[src/rtl/game_state_ctrl_pkg.sv]
// Shared definitions for the game state controller: state encoding, geometry and game constants.
package game_state_ctrl_pkg;

    localparam int COORD_W      = 10;
    localparam int HALF_PLAYER  = 30;
    localparam int HALF_CAR     = 34;
    localparam int LIVES_INIT   = 3;
    localparam int INVULN_TICKS = 64;
    localparam int SCORE_MAX    = 9999;

    typedef enum logic [1:0] {
        ST_IDLE = 2'd0,
        ST_PLAY = 2'd1,
        ST_HIT  = 2'd2,
        ST_OVER = 2'd3
    } game_state_e;

    // Distance between two screen coordinates, widened by one bit so it cannot wrap.
    function automatic logic [COORD_W:0] abs_diff(input logic [COORD_W-1:0] a,
                                                  input logic [COORD_W-1:0] b);
        logic [COORD_W:0] a_ext;
        logic [COORD_W:0] b_ext;
        a_ext = {1'b0, a};
        b_ext = {1'b0, b};
        if (a_ext >= b_ext) begin
            return a_ext - b_ext;
        end else begin
            return b_ext - a_ext;
        end
    endfunction

endpackage

[src/rtl/game_state_ctrl_box_overlap.sv]
// Axis-aligned box overlap test between two centres sharing one combined half-size.
module box_overlap
    import game_state_ctrl_pkg::*;
(
    input  logic [COORD_W-1:0] a_x,
    input  logic [COORD_W-1:0] a_y,
    input  logic [COORD_W-1:0] b_x,
    input  logic [COORD_W-1:0] b_y,
    input  logic [COORD_W:0]   half_sum,
    output logic               overlap
);

    logic [COORD_W:0] dx_s;
    logic [COORD_W:0] dy_s;

    // Both axis distances must be within the combined half-size, boundary inclusive.
    always_comb begin
        dx_s    = abs_diff(a_x, b_x);
        dy_s    = abs_diff(a_y, b_y);
        overlap = (dx_s <= half_sum) && (dy_s <= half_sum);
    end

endmodule

[src/rtl/game_state_ctrl.sv]
// Game flow controller: start synchroniser, player/car collision detection, lives, score and grace period.
module game_state_ctrl
    import game_state_ctrl_pkg::*;
#(
    parameter int HALF_PLAYER  = game_state_ctrl_pkg::HALF_PLAYER,
    parameter int HALF_CAR     = game_state_ctrl_pkg::HALF_CAR,
    parameter int LIVES_INIT   = game_state_ctrl_pkg::LIVES_INIT,
    parameter int INVULN_TICKS = game_state_ctrl_pkg::INVULN_TICKS,
    parameter int SCORE_MAX    = game_state_ctrl_pkg::SCORE_MAX
) (
    input  logic                   clk,
    input  logic                   rst,
    input  logic                   tick,
    input  logic                   start,
    input  logic [COORD_W-1:0]     xpos,
    input  logic [COORD_W-1:0]     ypos,
    input  logic [4*COORD_W-1:0]   car_x,
    input  logic [4*COORD_W-1:0]   car_y,
    output logic [1:0]             state,
    output logic                   run,
    output logic [13:0]            score,
    output logic [1:0]             lives,
    output logic                   hit_flash
);

    localparam int CNT_W = (INVULN_TICKS > 1) ? $clog2(INVULN_TICKS) : 1;
    localparam logic [COORD_W:0] HALF_SUM = (COORD_W + 1)'(HALF_PLAYER + HALF_CAR);

    logic              start_meta_r;
    logic              start_sync_r;
    logic              start_prev_r;
    logic [2:0]        fill_r;
    logic              start_rise_s;
    logic [3:0]        ovl_s;
    logic              hit_r;
    game_state_e       state_r;
    game_state_e       state_nx_s;
    logic [13:0]       score_r;
    logic [13:0]       score_nx_s;
    logic [1:0]        lives_r;
    logic [1:0]        lives_nx_s;
    logic [CNT_W-1:0]  cnt_r;
    logic [CNT_W-1:0]  cnt_nx_s;

    for (genvar k = 0; k < 4; k++) begin : g_car
        box_overlap u_overlap (
            .a_x      (xpos),
            .a_y      (ypos),
            .b_x      (car_x[COORD_W*k +: COORD_W]),
            .b_y      (car_y[COORD_W*k +: COORD_W]),
            .half_sum (HALF_SUM),
            .overlap  (ovl_s[k])
        );
    end

    // Start synchroniser and edge history; fill_r marks when the history holds real samples.
    always_ff @(posedge clk or negedge rst) begin
        if (!rst) begin
            start_meta_r <= 1'b0;
            start_sync_r <= 1'b0;
            start_prev_r <= 1'b0;
            fill_r       <= 3'b000;
        end else begin
            start_meta_r <= start;
            start_sync_r <= start_meta_r;
            start_prev_r <= start_sync_r;
            fill_r       <= {fill_r[1:0], 1'b1};
        end
    end

    // A button held through reset release is not a press: a low sample must precede the high one.
    assign start_rise_s = start_sync_r & ~start_prev_r & fill_r[2];

    // Registered collision flag, one clock behind the positions.
    always_ff @(posedge clk or negedge rst) begin
        if (!rst) begin
            hit_r <= 1'b0;
        end else begin
            hit_r <= |ovl_s;
        end
    end

    // Next-state, score, lives and grace-counter decisions.
    always_comb begin
        state_nx_s = state_r;
        score_nx_s = score_r;
        lives_nx_s = lives_r;
        cnt_nx_s   = cnt_r;
        case (state_r)
            ST_IDLE: begin
                if (start_rise_s) begin
                    score_nx_s = 14'd0;
                    lives_nx_s = 2'(LIVES_INIT);
                    state_nx_s = ST_PLAY;
                end else begin
                    state_nx_s = ST_IDLE;
                end
            end
            ST_PLAY: begin
                if (hit_r) begin
                    if (lives_r <= 2'd1) begin
                        lives_nx_s = 2'd0;
                        state_nx_s = ST_OVER;
                    end else begin
                        lives_nx_s = lives_r - 2'd1;
                        cnt_nx_s   = CNT_W'(INVULN_TICKS - 1);
                        state_nx_s = ST_HIT;
                    end
                end else if (tick) begin
                    if (score_r >= 14'(SCORE_MAX)) begin
                        score_nx_s = 14'(SCORE_MAX);
                    end else begin
                        score_nx_s = score_r + 14'd1;
                    end
                end else begin
                    state_nx_s = ST_PLAY;
                end
            end
            ST_HIT: begin
                if (tick) begin
                    if (cnt_r == '0) begin
                        state_nx_s = ST_PLAY;
                    end else begin
                        cnt_nx_s = cnt_r - CNT_W'(1);
                    end
                end else begin
                    state_nx_s = ST_HIT;
                end
            end
            ST_OVER: begin
                if (start_rise_s) begin
                    state_nx_s = ST_IDLE;
                end else begin
                    state_nx_s = ST_OVER;
                end
            end
            default: begin
                state_nx_s = ST_IDLE;
            end
        endcase
    end

    // FSM state register.
    always_ff @(posedge clk or negedge rst) begin
        if (!rst) begin
            state_r <= ST_IDLE;
        end else begin
            state_r <= state_nx_s;
        end
    end

    // Score and lives registers.
    always_ff @(posedge clk or negedge rst) begin
        if (!rst) begin
            score_r <= 14'd0;
            lives_r <= 2'(LIVES_INIT);
        end else begin
            score_r <= score_nx_s;
            lives_r <= lives_nx_s;
        end
    end

    // Invulnerability countdown register.
    always_ff @(posedge clk or negedge rst) begin
        if (!rst) begin
            cnt_r <= '0;
        end else begin
            cnt_r <= cnt_nx_s;
        end
    end

    assign state     = state_r;
    assign run       = (state_r == ST_PLAY);
    assign hit_flash = (state_r == ST_HIT);
    assign score     = score_r;
    assign lives     = lives_r;

endmodule

[config.mk]
export PLATFORM = sky130hd
export DESIGN_NAME = game_state_ctrl
export DESIGN_NICKNAME = d
export VERILOG_FILES = /design/src/rtl/game_state_ctrl_pkg.sv /design/src/rtl/game_state_ctrl_box_overlap.sv /design/src/rtl/game_state_ctrl.sv
export SDC_FILE = /design/constraint.sdc
export NUM_CORES = 1
export LEC_CHECK = 0
export CAP_MARGIN = 20
export CORE_MARGIN = 4
export CORE_UTILIZATION = 50
export DETAILED_ROUTE_END_ITERATION = 6
export PLACE_DENSITY = 0.87
export SYNTH_ARGS = -nofsm -noshare
export SYNTH_HDL_FRONTEND = slang
export SYNTH_SLANG_ARGS = --single-unit
[constraint.sdc]
create_clock -name clk -period 1.7 [get_ports clk]
set_input_delay 0.17 -clock clk [delete_from_list [all_inputs] [get_ports clk]]
set_output_delay 0.17 -clock clk [all_outputs]
set_load 0.02 [all_outputs]
After elaboration in Yosys (flattened, before gate mapping)
Index checks and enable logic that the tools add are counted.
{ "totals": {"regBits": 31, "inputBits": 104, "output_inout_bits": 20, "wordCells": 104} }
{ "classes": {"addsub": 19, "n_lt_le_gt_ge": 18, "n_eq_ne": 12, "mux": 30, "bitwise": 3, "reduce_logical": 13} }
{ "ops": {"columns": ["cell", "n"], "rows": [
  ["subtractor 10 x 10 -> 11 bit", 16],
  ["less-or-equal comparator 11 x 7 -> 1 bit, second input constant", 8],
  ["two-way mux 11 bit", 8],
  [">= comparator 10 bit", 8],
  ["two-way mux 14 bit", 4],
  ["one-hot mux 14 bit (2 select lines)", 1],
  ["two-way mux 6 bit", 4],
  ["two-way mux 2 bit", 8],
  ["adder 14 x 1 -> 14 bit, second input constant", 1],
  [">= comparator 14 bit, second input constant", 1],
  ["inequality test 2 bit, second input constant", 6],
  ["one-hot mux 6 bit (2 select lines)", 1],
  ["one-hot mux 2 bit (4 select lines)", 1],
  ["zero test 6 bit", 1],
  ["inequality test 3 x 2 -> 1 bit, second input constant", 2],
  ["subtractor 6 x 1 -> 6 bit, second input constant", 1],
  ["AND reduction 5 bit", 1],
  ["== test 2 bit, second input constant", 2],
  ["logical AND 1 bit", 4],
  ["one-hot mux 2 bit (2 select lines)", 1],
  ["AND reduction 4 bit", 1],
  ["nonzero test 2 bit", 2],
  ["OR reduction 4 bit", 1],
  ["AND reduction 3 bit", 1],
  ["other kinds (9)", 11]
]} }

Depth between registers and ports, before layout
Gate-level depths: netlist (run 1).
{ "depth": {"word_depth": 5, "ltp_mapped": 12} }

Hierarchy
Synthesis (run 1) repeated with hierarchy kept, for this count alone.
{ "hier_totals": {"cells_unflattened": 1417, "area_unflattened_um2": 11070.6} }
{ "modules_own_cells": {"columns": ["mod", "n_inst", "cells_each", "area_per_inst_um2"], "rows": [
  ["box_overlap at g_car[0].u_overlap ...", 3, 311, 2364.8],
  ["box_overlap at g_car[1].u_overlap", 1, 309, 2362.3],
  ["game_state_ctrl", 1, 175, 1614.0]
]} }

Worst setup path before layout (run 1)
OpenSTA, ideal clock, no wires.
{ "synth_path": {"path_kind": "input port to flip-flop", "start": "in xpos[1]", "end": "reg hit_r", "setup_ns": 0.071, "arrival_ns": 2.474, "required_ns": 1.629, "slack_ns": -0.845, "path_stages": 11, "n_path_buf": 0, "path_cell_list": "inv_1 > ha_1 > nor2b_4 > o21a_1 > o21a_1 > or4_1 > a221o_1 > a21o_1 > a2111o_1 > a22o_1 > nand4_1"} }
{ "synth_via": {"elab_chain_len": 5, "word_cells_on_any_way": 25, "cone_classes": "add/sub (8); order compare (8); mux (4); reduce/logical (5)"} }
{ "synth_lines": {"columns": ["item", "line", "source"], "rows": [
  ["start, declared", "game_state_ctrl.sv:15", "input logic [COORD_W-1:0] xpos,"],
  ["subtractor 10 x 10 -> 11 bit (tied with other cells)", "game_state_ctrl_pkg.sv:28", "return b_ext - a_ext;"],
  ["two-way mux 11 bit", "game_state_ctrl_pkg.sv:25", "if (a_ext >= b_ext) begin"],
  ["less-or-equal comparator 11 x 7 -> 1 bit", "game_state_ctrl_box_overlap.sv:20", "overlap = (dx_s <= half_sum) && (dy_s <= half_sum);"],
  ["logical AND 1 bit", "game_state_ctrl_box_overlap.sv:20", null],
  ["OR reduction 4 bit *", "game_state_ctrl.sv:79", "hit_r <= |ovl_s;"],
  ["end signal, assigned", "game_state_ctrl.sv:79", null],
  ["end, declared", "game_state_ctrl.sv:35", "logic hit_r;"]
]} }
Mark *: on every way between the ends. The rest lies on a longest branch, timed or not.
A chain may end at the register's enable or synchronous reset.

Worst setup path after layout (run 1)
{ "layout_path": {"start": "in car_x[21]", "end": "reg hit_r"} }
{ "layout_via": {"elab_chain_len": 5, "word_cells_on_any_way": 7, "cone_classes": "add/sub (2); order compare (2); mux (1); reduce/logical (2)"} }
{ "layout_lines": {"columns": ["item", "line", "source"], "rows": [
  ["start, declared", "game_state_ctrl.sv:17", "input logic [4*COORD_W-1:0] car_x,"],
  ["subtractor 10 x 10 -> 11 bit (tied with other cells)", "game_state_ctrl_pkg.sv:28", null],
  ["two-way mux 11 bit *", "game_state_ctrl_pkg.sv:25", null],
  ["less-or-equal comparator 11 x 7 -> 1 bit *", "game_state_ctrl_box_overlap.sv:20", null],
  ["logical AND 1 bit *", "game_state_ctrl_box_overlap.sv:20", null],
  ["OR reduction 4 bit *", "game_state_ctrl.sv:79", null]
]} }
Marks and branches as above.

==> impl_metrics.xml, run 1 <==
<?xml version="1.0" encoding="UTF-8"?>
<metrics>
  <group name="power">
    <metric name="clockPowerShare" unit="%">12.0</metric>
    <metric name="switching_share_of_total_power" unit="%">45.7</metric>
    <metric name="cellInternalPower" unit="mW">4.12</metric>
    <metric name="net-switching-power" unit="mW">3.47</metric>
    <metric name="irDropWorstVdd" unit="mV">0.573</metric>
    <metric name="share_comb_of_total_power" unit="%">73.3</metric>
    <metric name="power-per-cell-area" unit="nW/µm²">597</metric>
    <metric name="power.leakage" unit="nW">6.32</metric>
    <metric name="seqPwrFrac" unit="%">14.7</metric>
  </group>
  <group name="route">
    <metric name="detail_route.first_pass.iterations" unit="">7</metric>
    <metric name="wl_per_cell" unit="µm">21.3</metric>
    <metric name="route.vias.total" unit="">11100</metric>
    <metric name="avgViaCountPerCell" unit="">6.55</metric>
    <metric name="postRouteAntennaNets" unit="">0</metric>
    <metric name="drcViolationCount" unit="">1</metric>
    <metric name="totalWireLength" unit="µm">36300</metric>
    <metric name="drt_iter0_markers" unit="">1357</metric>
  </group>
  <group name="setup_path">
    <metric name="reg2reg_depth" unit="">8</metric>
    <metric name="timing.critical_path.buf_inv" unit="">1</metric>
    <metric name="worst_setup_path_startpoint" unit="">car_x[21]</metric>
    <metric name="worstPathArrival" unit="ns">2.98</metric>
    <metric name="critical-path-max-stage-delay" unit="ns">0.42</metric>
    <metric name="crit_path_start_kind" unit="">primary input</metric>
    <metric name="critical_path_class" unit="">in -&gt; reg</metric>
    <metric name="r2r-start" unit="">score[5]</metric>
    <metric name="path_cells" unit="">dlygate4sd2_1 -&gt; ha_4 -&gt; nor2b_4 -&gt; o31a_1 -&gt; or3_1 -&gt; a221o_1 -&gt; o311ai_2 -&gt; o221ai_1 -&gt; nand2_1 -&gt; nand4b_1 -&gt; nand4_1</metric>
    <metric name="crit_required" unit="ns">1.91</metric>
    <metric name="critical_path_peak_fanout" unit="">3</metric>
    <metric name="capturing_point_of_the_worst_reg2reg_path" unit="">score[7]</metric>
    <metric name="setup.worst_path.end_class" unit="">flop</metric>
    <metric name="critical_path_slowest_stage_cell" unit="">sky130_fd_sc_hd__or3_1</metric>
    <metric name="regToRegSetupSlack" unit="ns">-0.32</metric>
    <metric name="worst_path_dominant_cell_family" unit="">compound AO/OA/AOI/OAI gates</metric>
  </group>
  <group name="synthesis">
    <metric name="async_reset_ff_share" unit="%">100</metric>
    <metric name="synth.yosys.seq_area_share" unit="%">9.76</metric>
    <metric name="synth.yosys.warnings" unit="">0</metric>
    <metric name="synth_cell_types" unit="">65</metric>
    <metric name="synth-edff-count" unit="">0</metric>
    <metric name="synthesis.area" unit="µm²">7970</metric>
    <metric name="synthesis.area_per_instance" unit="µm²">7.33</metric>
    <metric name="ys.flop_type" unit="">sky130_fd_sc_hd__dfrtp_1</metric>
    <metric name="syn_nets" unit="">1354</metric>
    <metric name="ys_ff_latch" unit="">31</metric>
    <metric name="syn_inst" unit="">1087</metric>
  </group>
  <group name="final_layout">
    <metric name="drive_above_1_share" unit="%">32.0</metric>
    <metric name="finish.cell_count_without_fillers" unit="">1703</metric>
    <metric name="final_common_cell" unit="">sky130_fd_sc_hd__buf_4</metric>
    <metric name="most-common-layout-cells" unit="">sky130_fd_sc_hd__buf_4, sky130_fd_sc_hd__ha_1, sky130_fd_sc_hd__inv_1</metric>
    <metric name="finalNetCount" unit="">1758</metric>
    <metric name="antennaDiodeCount" unit="">0</metric>
    <metric name="flow.area_growth_from_synthesis" unit="%">59.4</metric>
  </group>
  <group name="clock_network">
    <metric name="clock-sinks" unit="">31</metric>
    <metric name="cts.htree.levels" unit="">2</metric>
    <metric name="worst_skew_pair.late_latency" unit="ns">0.28</metric>
    <metric name="cts_made_buffers" unit="">5</metric>
    <metric name="max-clock-path-buffers" unit="">2</metric>
    <metric name="cts_tree" unit="">done</metric>
    <metric name="clock-root-buffer" unit="">sky130_fd_sc_hd__clkbuf_16</metric>
    <metric name="cts_hold_repair.buffers" unit="">0</metric>
    <metric name="worst_setup_hold_path_clk_slew" unit="ns">0.06</metric>
  </group>
  <group name="global_route">
    <metric name="grt_antenna_before_repair" unit="">0</metric>
    <metric name="grt_first_pass_wirelength" unit="µm">50900</metric>
    <metric name="grt_max_degree" unit="">32</metric>
    <metric name="via_count_of_the_first_global_routing_pass" unit="">10800</metric>
    <metric name="global_route.overflow_total" unit="">0</metric>
    <metric name="grt.total_usage" unit="%">33.8</metric>
  </group>
  <group name="place">
    <metric name="hpwlAfterDp" unit="µm">22500</metric>
    <metric name="globalplace.congestion" unit="">0.935</metric>
    <metric name="number_of_cells_in_the_design_after_placement" unit="">1676</metric>
    <metric name="port-buffer-count" unit="">123</metric>
  </group>
  <group name="sta">
    <metric name="rsz0062_at_grt" unit="">true</metric>
    <metric name="max_slew_margin" unit="%">62.2</metric>
    <metric name="worst_clock_skew" unit="ns">0.00997</metric>
    <metric name="maxSlewViolCount" unit="">0</metric>
    <metric name="hold_viol" unit="">0</metric>
    <metric name="tightest_slew" unit="ns">0.563</metric>
    <metric name="min_period" unit="ns">2.78</metric>
    <metric name="setup_viol_count_final" unit="">14</metric>
    <metric name="period_share" unit="%">163</metric>
    <metric name="worst_slack" unit="ns">-1.08</metric>
    <metric name="fmax" unit="GHz">0.360</metric>
    <metric name="fin_worst_hold_slack" unit="ns">0.294</metric>
    <metric name="setup-tns-final" unit="ns">-4.02</metric>
  </group>
  <group name="floorplanning">
    <metric name="fp.dieH" unit="µm">134</metric>
    <metric name="design.core.area" unit="µm²">15400</metric>
    <metric name="fp.dieArea" unit="µm²">18000</metric>
    <metric name="floorplan.initialDensity" unit="%">51.7</metric>
    <metric name="floorplan.io_pins" unit="">124</metric>
    <metric name="fp.dieW" unit="µm">134</metric>
    <metric name="placement_rows" unit="">45</metric>
  </group>
  <group name="job">
    <metric name="timing.max_cap.violations" unit="">0</metric>
  </group>
  <group name="run_status">
    <metric name="violations_in_the_final_reports" unit="">design-rule violations, negative setup slack</metric>
    <metric name="result_of_the_run" unit="">complete, but fails checks</metric>
  </group>
  <group name="min_path">
    <metric name="worst_min_delay_path_class" unit="">in -&gt; async</metric>
  </group>
</metrics>
## power by group through the flow
| stage | clock network [mW] | registers [mW] | logic [mW] |
|---|---|---|---|
| finish | 0.912 | 1.11 | 5.56 |
| detailed placement | 0 | 1.08 | 4.47 |
| global placement | 0 | 1.06 | 4.26 |
| CTS | 0.896 | 1.09 | 4.82 |
| floorplan | 0 | 1.22 | 2.33 |
| global route | 0.947 | 1.12 | 5.84 |
## through the flow
step	power, mW	setup slack, ns	utilization (%)	instance area, µm²
after floorplan	3.54	-0.749	-	8110
after global placement	5.32	-1.41	75.6	11700
after detailed placement	5.55	-1.58	75.6	11700
after CTS	6.81	-0.765	80.4	12400
after global routing	7.90	-1.14	82.4	12700
final	7.59	-1.08	82.4	12700
## layout make-up
cell class | instances | area, µm²
inverter | 125 | 473
fill | 749 | 2720
multi-input combinational | 892 | 7420
clock buffer | 7 | 143
sequential | 31 | 787
timing repair buffer | 436 | 3620
clock inverter | 1 | 5.00
tap | 211 | 264
## synth_stat cells, types with 7 or more instances
cell                        number  share of area (%)
sky130_fd_sc_hd__o31a_1         10                1.1
sky130_fd_sc_hd__nor2_1         66                3.1
sky130_fd_sc_hd__nor2b_1        27                2.1
sky130_fd_sc_hd__and2_1         12               0.94
sky130_fd_sc_hd__ha_1          163                 26
sky130_fd_sc_hd__nand2b_1       13                1.0
sky130_fd_sc_hd__a31oi_1        14                1.1
sky130_fd_sc_hd__xnor2_1        12                1.3
sky130_fd_sc_hd__or2_2          12               0.94
sky130_fd_sc_hd__a221oi_1        7               0.77
sky130_fd_sc_hd__a21o_1         32                3.0
sky130_fd_sc_hd__xor2_1         28                3.1
sky130_fd_sc_hd__nor4_1          7               0.55
sky130_fd_sc_hd__nand2_1        79                3.7
sky130_fd_sc_hd__a21oi_1        78                4.9
sky130_fd_sc_hd__nor3b_1         9               0.85
sky130_fd_sc_hd__o21ai_0        50                3.1
sky130_fd_sc_hd__or3_1          13                1.0
sky130_fd_sc_hd__o41ai_1         8               0.88
sky130_fd_sc_hd__o221ai_1        7               0.77
sky130_fd_sc_hd__clkbuf_1       39                1.8
sky130_fd_sc_hd__inv_1         125                5.9
sky130_fd_sc_hd__a221o_1         7               0.88
sky130_fd_sc_hd__nor3_1         33                2.1
sky130_fd_sc_hd__nand3_1        30                1.9
sky130_fd_sc_hd__o2111ai_1       7               0.77
sky130_fd_sc_hd__o21a_1         12                1.1
sky130_fd_sc_hd__o211ai_1       18                1.7
sky130_fd_sc_hd__or4_1          13                1.2
sky130_fd_sc_hd__mux2i_1         9                1.1
sky130_fd_sc_hd__a211oi_1       15                1.4
sky130_fd_sc_hd__nand4_1         7               0.55
sky130_fd_sc_hd__and3_1         14                1.1
sky130_fd_sc_hd__o31ai_1         8               0.75
sky130_fd_sc_hd__dfrtp_1        29                9.1
## worst max path at each step
stage / to / slack [ns] / depth (start not counted)
floorplan: hit_r / -0.75 / 11
global placement: hit_r / -1.41 / 12
detailed placement: hit_r / -1.58 / 12
CTS: hit_r / -0.76 / 13
global route: hit_r / -1.14 / 12
finish: hit_r / -1.08 / 11
## logic make-up after synthesis
group                    share of synthesized area, %
flip-flops                                       9.76
XOR/XNOR                                         4.39
buffers and inverters                            7.72
AO/OA/AOI/OAI                                    28.0
multiplexers                                     1.55
AND/OR/NAND/NOR                                  23.0
adder cells (fa/ha/maj)                          25.6
other                                          0.0470
## registers in the layout, summed over array words and instances (netlist names)
signal,flops
start_sync_r,1
start_prev_r,1
lives,2
cnt_r,6
state,2
fill_r,3
start_meta_r,1
score,14
hit_r,1
## worst register-to-register path: cells and delay by family, from the launching register on
family / cells / cell delay, ns
and+or+nand+nor: 2 / 0.53
buffers and inverters: 2 / 0.36
AOI/OAI and AO/OA: 4 / 0.60
DFF: 1 / 0.42
## metal layers
layer  vias up  track usage (%)  wire length [µm]
met2       972             62.7             16900
met3       354             4.61              3700
met1      5079             36.9             12700
li1       4743                -                 -
met4         0             18.6              3060
met5         -                0                 0
## what timing repair did
| item | CTS | global route |
|---|---|---|
| setup endpoints to repair | 16 | 20 |
| cloned | 0 | 0 |
| buffers inserted | 8 | 12 |
| pin swaps | 49 | 31 |
| gates resized for setup | 164 | 52 |
(Power assumes the default switching activity.)
==> run 2, diff against run 1 <==
CORE_UTILIZATION = 35   (was 50)
PLACE_DENSITY = 0.67   (was 0.87)
==> impl_metrics.xml, run 2 (synthesis results as in run 1) <==
<?xml version="1.0" encoding="UTF-8"?>
<metrics>
  <group name="floorplanning">
    <metric name="design.core.area" unit="µm²">22100</metric>
    <metric name="fp.dieH" unit="µm">159</metric>
    <metric name="fp.dieW" unit="µm">159</metric>
    <metric name="placement_rows" unit="">54</metric>
    <metric name="floorplan.initialDensity" unit="%">36.1</metric>
    <metric name="fp.dieArea" unit="µm²">25300</metric>
    <metric name="floorplan.io_pins" unit="">124</metric>
  </group>
  <group name="sta">
    <metric name="period_share" unit="%">142</metric>
    <metric name="hold_viol" unit="">0</metric>
    <metric name="worst_slack" unit="ns">-0.718</metric>
    <metric name="maxSlewViolCount" unit="">0</metric>
    <metric name="fmax" unit="GHz">0.414</metric>
    <metric name="rsz0062_at_grt" unit="">true</metric>
    <metric name="worst_clock_skew" unit="ns">0.00431</metric>
    <metric name="min_period" unit="ns">2.42</metric>
    <metric name="setup_viol_count_final" unit="">10</metric>
    <metric name="setup-tns-final" unit="ns">-1.08</metric>
  </group>
  <group name="final_layout">
    <metric name="drive_above_1_share" unit="%">32.1</metric>
    <metric name="finish.cell_count_without_fillers" unit="">1761</metric>
    <metric name="largest_register_ffs" unit="">14</metric>
    <metric name="final_common_cell" unit="">sky130_fd_sc_hd__buf_4</metric>
    <metric name="num-fill-cells" unit="">1992</metric>
    <metric name="most-common-layout-cells" unit="">sky130_fd_sc_hd__buf_4, sky130_fd_sc_hd__ha_1, sky130_fd_sc_hd__inv_1</metric>
    <metric name="flow.area_growth_from_synthesis" unit="%">59.8</metric>
    <metric name="final_cell_area" unit="µm²">12700</metric>
    <metric name="finalNetCount" unit="">1747</metric>
    <metric name="antennaDiodeCount" unit="">0</metric>
  </group>
  <group name="min_path">
    <metric name="worst_min_delay_path_class" unit="">in -&gt; async</metric>
  </group>
  <group name="setup_path">
    <metric name="worst_setup_path_startpoint" unit="">car_x[1]</metric>
    <metric name="setup.worst_path.end_class" unit="">flop</metric>
    <metric name="crit_path_start_kind" unit="">primary input</metric>
    <metric name="capturing_point_of_the_worst_reg2reg_path" unit="">score[12]</metric>
    <metric name="critical_path_slowest_stage_cell" unit="">sky130_fd_sc_hd__or4_1</metric>
    <metric name="critical_path_peak_fanout" unit="">2</metric>
    <metric name="reg2reg_depth" unit="">8</metric>
    <metric name="worstPathArrival" unit="ns">2.63</metric>
    <metric name="r2r-start" unit="">score[5]</metric>
    <metric name="regToRegSetupSlack" unit="ns">-0.09</metric>
    <metric name="path_cells" unit="">clkdlybuf4s15_1 -&gt; ha_4 -&gt; nor2b_4 -&gt; o21a_1 -&gt; o21a_1 -&gt; or4_1 -&gt; a221o_1 -&gt; a21o_1 -&gt; a2111o_1 -&gt; a22o_1 -&gt; nand4_1</metric>
    <metric name="crit_end" unit="">hit_r</metric>
    <metric name="critical-path-max-stage-delay" unit="ns">0.39</metric>
    <metric name="crit_required" unit="ns">1.91</metric>
    <metric name="timing.critical_path.mode_cell" unit="">sky130_fd_sc_hd__o21a_1</metric>
    <metric name="critical_path_class" unit="">in -&gt; reg</metric>
  </group>
  <group name="route">
    <metric name="detail_route.first_pass.iterations" unit="">5</metric>
    <metric name="route.vias.total" unit="">9361</metric>
    <metric name="postRouteAntennaNets" unit="">0</metric>
    <metric name="drcViolationCount" unit="">0</metric>
    <metric name="totalWireLength" unit="µm">26700</metric>
    <metric name="drt_iter0_markers" unit="">514</metric>
    <metric name="avgViaCountPerCell" unit="">5.32</metric>
    <metric name="wl_per_cell" unit="µm">15.2</metric>
  </group>
  <group name="global_route">
    <metric name="global_route.overflow_total" unit="">0</metric>
    <metric name="grt_first_pass_wirelength" unit="µm">44000</metric>
    <metric name="grt.total_usage" unit="%">20.1</metric>
    <metric name="grt_max_degree" unit="">32</metric>
    <metric name="grt_antenna_before_repair" unit="">0</metric>
    <metric name="via_count_of_the_first_global_routing_pass" unit="">9264</metric>
  </group>
  <group name="run_status">
    <metric name="result_of_the_run" unit="">complete, but fails checks</metric>
    <metric name="violations_in_the_final_reports" unit="">negative setup slack</metric>
  </group>
  <group name="place">
    <metric name="placed_area" unit="µm²">11700</metric>
    <metric name="globalplace.congestion" unit="">0.913</metric>
    <metric name="hpwlAfterDp" unit="µm">21500</metric>
    <metric name="port-buffer-count" unit="">123</metric>
    <metric name="number_of_cells_in_the_design_after_placement" unit="">1738</metric>
  </group>
  <group name="clock_network">
    <metric name="worst_skew_pair.late_latency" unit="ns">0.27</metric>
    <metric name="clock-root-buffer" unit="">sky130_fd_sc_hd__clkbuf_16</metric>
    <metric name="cts_tree" unit="">done</metric>
    <metric name="cts_hold_repair.buffers" unit="">0</metric>
    <metric name="max-clock-path-buffers" unit="">2</metric>
    <metric name="cts_made_buffers" unit="">5</metric>
    <metric name="cts.htree.levels" unit="">2</metric>
    <metric name="worst_setup_hold_path_clk_slew" unit="ns">0.06</metric>
    <metric name="clock-sinks" unit="">31</metric>
  </group>
  <group name="power">
    <metric name="power.leakage" unit="nW">6.29</metric>
    <metric name="power-per-cell-area" unit="nW/µm²">554</metric>
    <metric name="totalPowerFinal" unit="mW">7.06</metric>
    <metric name="irDropWorstVdd" unit="mV">0.419</metric>
  </group>
  <group name="job">
    <metric name="timing.max_cap.violations" unit="">0</metric>
  </group>
</metrics>
run 2: cell count changes in the layout (fill, tap and decap cells not counted), moves of 4 or more:
cell,before,now
sky130_fd_sc_hd__buf_4,303,295
sky130_fd_sc_hd__ha_4,23,28
sky130_fd_sc_hd__ha_1,138,134
sky130_fd_sc_hd__inv_1,112,108
sky130_fd_sc_hd__nor2_4,6,2
run 2: stage by stage:
stage	worst slack, ns	util, %	hold slack, ns
after detailed placement	-1.55	52.8	0.335
after global placement	-1.48	52.8	0.333
after floorplan	-0.749	-	-0.126
after CTS	-0.719	56.3	0.314
after global routing	-0.852	57.7	0.338
final	-0.718	57.7	0.301
run 2: how the worst min path moves through the flow:
stage / from / end / slack (ns) / cells past startpoint
6_report: rst / score[3] / 0.30 / 2
5_1_grt: rst / cnt_r[0] / 0.34 / 2
4_1_cts: rst / cnt_r[1] / 0.31 / 2
3_5_place_dp: start_meta_r / start_sync_r / 0.33 / 0
3_3_place_gp: fill_r[0] / fill_r[1] / 0.33 / 0
2_1_floorplan: rst / cnt_r[0] / -0.13 / 0
run 2: report_power, final:
part	internal (mW)	leakage (nW)	switching, mW	total [mW]
clock	0.728	0.0868	0.334	1.06
sequential	0.913	0.364	0.160	1.07
combinational	2.50	5.84	2.42	4.93
run 2: what timing repair did:
action	in CTS	in global routing
pin swaps	60	41
resized for setup	167	55
setup buffers	11	6
endpoints found under the setup margin	16	14
run 2: layer usage:
metal	wire, µm	track usage (%)	share of wire (%)	up-vias
met4	717	5.56	2.7	0
met3	1020	1.76	3.8	50
met5	0	0	0	-
met1	12000	26.0	45	4328
li1	-	-	-	4740
met2	13000	35.8	49	243
run 2: layout make-up:
| cell class | count | area (µm²) | share of cell area (%) |
|---|---|---|---|
| inverters | 125 | 475 | 3.73 |
| multi-input cells | 892 | 7440 | 58.4 |
| repair buffers | 425 | 3510 | 27.6 |
| clock inverters | 2 | 35.0 | 0.275 |
| clock buffers | 6 | 139 | 1.09 |
| well taps | 280 | 350 | 2.75 |
| flip-flops and latches | 31 | 787 | 6.18 |
run 2: worst max-delay path: cells and delay by family:
family	cells	cell delay, ns
adders and majority gates	1	0.24
AOI/OAI and AO/OA	6	1.40
buffers and inverters	1	0.24
and+or+nand+nor	3	0.57
==> run 3, diff against run 2 <==
ABC_CLOCK_PERIOD_IN_PS = 1700   (was unset)
==> results of run 3 <==
The final DEF is identical to that of run 2; final timing and power are the same.
